`src/rtl/temp_msg_pkg.sv`:
```
// Shared types and constants for the temperature message sequencer.
package temp_msg_pkg;

    typedef enum logic [3:0] {
        IDLE,
        CONV,
        WR_FT,
        WR_FO,
        WR_CT,
        WR_CO,
        RD_ISSUE,
        RD_WAIT,
        SEND,
        FINISH
    } state_t;

    localparam logic [7:0] ASCII_ZERO = 8'h30;
    localparam logic [7:0] NUL        = 8'h00;
    localparam logic [7:0] DIGIT_SAT  = 8'h39;

    localparam int F_TENS_ADDR_DEFAULT = 28;
    localparam int C_TENS_ADDR_DEFAULT = 34;

    // Anything above 99 F cannot be shown in two digits, so clamp it here.
    function automatic logic [6:0] to_fahrenheit(input logic [6:0] c);
        logic [10:0] f;
        f = ({4'd0, c} * 11'd9) / 11'd5 + 11'd32;
        return (f > 11'd99) ? 7'd99 : f[6:0];
    endfunction

endpackage

```
`src/rtl/temp_message_sequencer_bin_to_ascii2.sv`:
```
// Two-digit decimal ASCII conversion of a 7-bit value, saturating at "99".
module bin_to_ascii2
    import temp_msg_pkg::*;
(
    input  logic [6:0] value,
    output logic [7:0] tens,
    output logic [7:0] ones
);

    logic [7:0] wide;

    always_comb begin
        wide = {1'b0, value};
        tens = ASCII_ZERO + wide / 8'd10;
        ones = ASCII_ZERO + wide % 8'd10;
        if (value > 7'd99) begin
            tens = DIGIT_SAT;
            ones = DIGIT_SAT;
        end
    end

endmodule

```
`src/rtl/temp_message_sequencer.sv`:
```
// Owns the message RAM port: patches temperature digits on each sample and
// streams the NUL-terminated message to the UART on request.
module temp_message_sequencer
    import temp_msg_pkg::*;
#(
    parameter int DataWidth   = 8,
    parameter int AddressBits = 7,
    parameter int MemorySize  = 100,
    parameter int F_TENS_ADDR = F_TENS_ADDR_DEFAULT,
    parameter int C_TENS_ADDR = C_TENS_ADDR_DEFAULT
) (
    input  logic                   clock,
    input  logic                   reset,
    input  logic                   temp_valid,
    input  logic [6:0]             temp_c,
    input  logic                   print_req,
    output logic                   ram_write_or_read,
    output logic [AddressBits:0]   ram_address,
    output logic [DataWidth-1:0]   ram_din,
    input  logic [DataWidth-1:0]   ram_dout,
    output logic [DataWidth-1:0]   tx_data,
    output logic                   tx_valid,
    input  logic                   tx_ready,
    output logic                   busy,
    output logic                   done
);

    localparam logic [AddressBits:0] F_T      = (AddressBits + 1)'(F_TENS_ADDR);
    localparam logic [AddressBits:0] C_T      = (AddressBits + 1)'(C_TENS_ADDR);
    localparam logic [AddressBits:0] LAST_PTR = (AddressBits + 1)'(MemorySize - 1);

    state_t               state;
    logic [6:0]           sample;
    logic [6:0]           pend_sample;
    logic                 pend_sample_vld;
    logic                 pend_print;
    logic [AddressBits:0] ptr;
    logic [6:0]           f_value;
    logic [7:0]           f_tens, f_ones, c_tens, c_ones;
    logic [7:0]           f_ones_q, c_tens_q, c_ones_q;
    logic                 take_print;

    assign f_value = to_fahrenheit(sample);

    bin_to_ascii2 u_c_digits (.value(sample),  .tens(c_tens), .ones(c_ones));
    bin_to_ascii2 u_f_digits (.value(f_value), .tens(f_tens), .ones(f_ones));

    assign busy = (state != IDLE);

    // A sample always beats a print request arriving in the same IDLE cycle.
    assign take_print = (state == IDLE) && !(temp_valid || pend_sample_vld)
                        && (print_req || pend_print);

    always_ff @(posedge clock) begin
        if (reset) begin
            state             <= IDLE;
            pend_sample_vld   <= 1'b0;
            pend_print        <= 1'b0;
            ptr               <= '0;
            ram_write_or_read <= 1'b0;
            ram_address       <= '0;
            ram_din           <= '0;
            tx_data           <= '0;
            tx_valid          <= 1'b0;
            done              <= 1'b0;
        end else begin
            done <= 1'b0;

            if (temp_valid && state != IDLE) begin
                pend_sample     <= temp_c;
                pend_sample_vld <= 1'b1;
            end
            if (print_req && !take_print) begin
                pend_print <= 1'b1;
            end

            case (state)
                IDLE: begin
                    if (temp_valid || pend_sample_vld) begin
                        sample          <= temp_valid ? temp_c : pend_sample;
                        pend_sample_vld <= 1'b0;
                        state           <= CONV;
                    end else if (print_req || pend_print) begin
                        pend_print  <= 1'b0;
                        ptr         <= '0;
                        ram_address <= '0;
                        state       <= RD_ISSUE;
                    end
                end
                // Write outputs are registered, so each WR_* state preloads the next write.
                CONV: begin
                    f_ones_q          <= f_ones;
                    c_tens_q          <= c_tens;
                    c_ones_q          <= c_ones;
                    ram_write_or_read <= 1'b1;
                    ram_address       <= F_T;
                    ram_din           <= DataWidth'(f_tens);
                    state             <= WR_FT;
                end
                WR_FT: begin
                    ram_address <= F_T + 1'b1;
                    ram_din     <= DataWidth'(f_ones_q);
                    state       <= WR_FO;
                end
                WR_FO: begin
                    ram_address <= C_T;
                    ram_din     <= DataWidth'(c_tens_q);
                    state       <= WR_CT;
                end
                WR_CT: begin
                    ram_address <= C_T + 1'b1;
                    ram_din     <= DataWidth'(c_ones_q);
                    state       <= WR_CO;
                end
                WR_CO: begin
                    ram_write_or_read <= 1'b0;
                    state             <= IDLE;
                end
                RD_ISSUE: begin
                    state <= RD_WAIT;
                end
                RD_WAIT: begin
                    if (ram_dout == DataWidth'(NUL)) begin
                        done  <= 1'b1;
                        state <= FINISH;
                    end else begin
                        tx_data  <= ram_dout;
                        tx_valid <= 1'b1;
                        state    <= SEND;
                    end
                end
                SEND: begin
                    if (tx_ready) begin
                        tx_valid <= 1'b0;
                        if (ptr == LAST_PTR) begin
                            done  <= 1'b1;
                            state <= FINISH;
                        end else begin
                            ptr         <= ptr + 1'b1;
                            ram_address <= ptr + 1'b1;
                            state       <= RD_ISSUE;
                        end
                    end
                end
                FINISH: begin
                    state <= IDLE;
                end
                default: begin
                    state <= IDLE;
                end
            endcase
        end
    end

endmodule

```
`config.mk`:
```
export PLATFORM = sky130hd
export DESIGN_NAME = temp_message_sequencer
export DESIGN_NICKNAME = d
export VERILOG_FILES = /design/src/rtl/temp_msg_pkg.sv /design/src/rtl/temp_message_sequencer_bin_to_ascii2.sv /design/src/rtl/temp_message_sequencer.sv
export SDC_FILE = /design/constraint.sdc
export NUM_CORES = 1
export LEC_CHECK = 0
export ABC_CLOCK_PERIOD_IN_PS = 13700
export BUFFER_PORTS_ARGS = -buffer_cell sky130_fd_sc_hd__buf_2
export CAP_MARGIN = 40
export CORE_MARGIN = 2
export CORE_UTILIZATION = 55
export DETAILED_ROUTE_END_ITERATION = 10
export PLACE_DENSITY = 0.74
export REMOVE_ABC_BUFFERS = 1
export SLEW_MARGIN = 20
export SYNTH_ARGS = -nofsm -noshare
export SYNTH_HDL_FRONTEND = slang
export SYNTH_SLANG_ARGS = --single-unit
```
`constraint.sdc`:
```
create_clock -name clock -period 13.7 [get_ports clock]
set_input_delay 2.74 -clock clock [delete_from_list [all_inputs] [get_ports clock]]
set_output_delay 2.74 -clock clock [all_outputs]
set_load 0.02 [all_outputs]
```
==> key figures <==
Status
  • Outcome: complete, no violations

Clock tree
  • Clk_lat worst skew: 350 ps
  • PostCTS Resize Cnt: 0
  • CTS Sinks: 75
  • CTS clk-pin slew, worst paths: 80 ps
  • H-tree depth: 3
  • CTS tree: done
  • Hold_buf cts: 0
  • CTS Buffer Depth: 2
  • CTS Buf Count: 9
  • Clk root buf: clkbuf_8
  • Post-CTS setup buffer count: 0

Layout
  • Sequential Area: 1840 sq um
  • Area of the multi-input gates: 3980 sq um
  • Fillers: 962
  • Synth-to-Final Area Change: 7.77%
  • Post-layout nets: 820
  • N_diodes: 0
  • Non-filler cells, final: between 900 and 1000
  • Share of cells above drive strength 1: between 10% and 20%
  • Finished Core Util: 60.6%

Routing
  • Max Used Layer: met4
  • Metal-1 WL: around 7.0 mm
  • DR WL met2: 7.64 mm
  • Drt wl/cell: 17.4 um
  • Via-to-Cell Ratio: 6.47
  • Routed wl met3: between 800 and 900 um
  • Vias: 5981
  • 1st-pass router iterations: 5
  • Antenna-violating nets left: 0
  • Post-route DRC: 0
  • DRT iter0 DRCs: ~520
  • Final wirelength: about 16 mm

STA
  • Final Cycle Share: 76.4%
  • Final Hold Viols: 0
  • Peak Freq: 95.6 MHz
  • Minimum clock period: 10460 ps
  • TNS Setup: 0 ps
  • Final setup fails: 0
  • Worst-Margin Slew: ~800 ps
  • Unrepaired setup endpoints after global routing: false
  • Slew Viols, Final: 0
  • Rel. slew slack: 47.4%
  • Final Skew: 12.2 ps

Synth
  • Area contributors post-synth: edfxtp_1 17%, dfxtp_1 13%, nor2_1 6.1%
  • Synth top area share: 16.7%
  • Register bit total from synthesis: 75
  • Ys flop type: dfxtp_1
  • Number of synthesized flops with an enable pin: 34
  • Sequential share of the synthesized area: 30.2%
  • Async SR Flop Fraction: 0%
  • Most common cell in the netlist: nor2_1
  • Synth Cell Area: 6100 sq um
  • Mapped Avg Cell Area: around 8.0 sq um
  • Gate Count Post-Synth: 759
  • Most instantiated cells after synthesis: 99 x nor2_1, 66 x nand2_1, 63 x a21oi_1
  • Yosys cell types: 100
  • YS warnings: 0
  • Synth area leader: edfxtp_1

Die
  • I/O pin cnt: 48
  • Core area: 10800 sq um
  • Chip Height: 109 um
  • Row count: 38
  • Initial Util: 56.3%
  • Die Footprint: 11900 sq um
  • Die Wd: between 100 and 150 um

Global route
  • GRT Total Usage: 26.7%
  • Initial antenna violation count: 0
  • Largest net degree at the start of global routing: 43
  • First-pass GRT wire length: 25.8 mm
  • Number of global-route vias before repair: 5423
  • Total gr overflow: 0

Setup path
  • Worst Setup Path Type: reg2reg
  • Crit-path slowest cell: edfxtp_1
  • Worst Path Max Fanout: 21
  • Setup crit start kind: flop
  • Crit path capture type: flop
  • Max incr delay on CP: 820 ps
  • Most used cell, CP: ha_1
  • CP required: 13770 ps
  • Worst endpoint data arrival time: ~11000 ps

Place
  • Placed instance count: 907
  • Placer Congestion: 0.986
  • Post-DP HPWL: 11.8 mm
  • Port bufs: 47

Job
  • Max Cap Viol: 0

Hold path
  • Worst min path class: reg2reg
==> cell families after synthesis <==
family,count (synthesis),synth area share [%]
buffers and inverters,74,4.76
flip-flops,75,30.2
XOR/XNOR,20,2.99
multiplexers,26,4.51
AND/OR/NAND/NOR,310,24.9
AO/OA/AOI/OAI,228,27.5
other,1,0.0615
adder cells (fa/ha/maj),25,5.11
==> path summary, 6_finish.rpt <==
| kind | to | depth (start not counted) | start | slack, ps |
|---|---|---|---|---|
| setup / recovery | f_ones_q[7]$_SDFFCE_PP0P_ | 38 | sample[5]$_DFFE_PP_ | 3240 |
| hold reg to reg | ram_address[7]$_SDFFE_PP0P_ | 2 | ram_address[7]$_SDFFE_PP0P_ | 460 |
| setup reg to reg | f_ones_q[7]$_SDFFCE_PP0P_ | 38 | sample[5]$_DFFE_PP_ | 3240 |
| hold / removal | ram_address[7]$_SDFFE_PP0P_ | 2 | ram_address[7]$_SDFFE_PP0P_ | 460 |
==> registers in the layout (all words and copies together) (netlist names) <==
register / count
done: 1
ptr: 8
tx_valid: 1
ram_din: 8
pend_print: 1
c_tens_q: 4
tx_data: 8
state: 4
f_ones_q: 8
ram_write_or_read: 1
pend_sample: 7
ram_address: 8
sample: 7
c_ones_q: 8
pend_sample_vld: 1
==> layout by cell type, fill, tap and decap left out, drive strengths merged, types with 12 or more instances in the layout <==
| master | instances |
|---|---|
| ha | 20 |
| mux2i | 17 |
| a21oi | 65 |
| inv | 30 |
| nor3 | 34 |
| nor2 | 100 |
| o21ai | 35 |
| a211oi | 12 |
| xnor2 | 12 |
| dfxtp | 41 |
| buf | 53 |
| nand3 | 27 |
| clkbuf | 13 |
| edfxtp | 34 |
| nand2 | 66 |
==> routing by layer <==
layer	vias up	track usage [%]
met1	2790	33.6
met4	0	11.8
li1	2895	-
met2	247	45.4
met5	-	0
met3	49	4.15
==> worst max-delay path, delay by kind of cell, from the launching register on <==
kind                       cells  cell delay, ps
and+or+nand+nor               11            2380
buffers and inverters          3             190
xor gates and xnor gates       2             450
adders and majority gates      7            1940
AOI/OAI and AO/OA             14            4030
muxes                          1             380
DFF                            1             820
==> metrics by stage <==
| step | setup slack [ps] | hold WS [ps] | instance area (sq um) |
|---|---|---|---|
| after floorplan | 4510 | 463 | 5920 |
| after global placement | 3590 | 443 | 6350 |
| after detailed placement | 3500 | 449 | 6370 |
| after CTS | 3420 | 462 | 6570 |
| after global routing | 2520 | 477 | 6570 |
| final | 3240 | 458 | 6570 |
==> cell type report <==
class	instances	share of cell area [%]
inverters	28	1.60
flip-flops and latches	75	28.0
clock inverters	4	0.438
clock buffers	12	2.53
multi-input cells	611	60.5
well taps	140	2.66
repair buffers	54	4.26
Power is left out: the tool's default activity adds up to more than one toggle a clock period on the data nets, which glitch-free logic cannot reach.
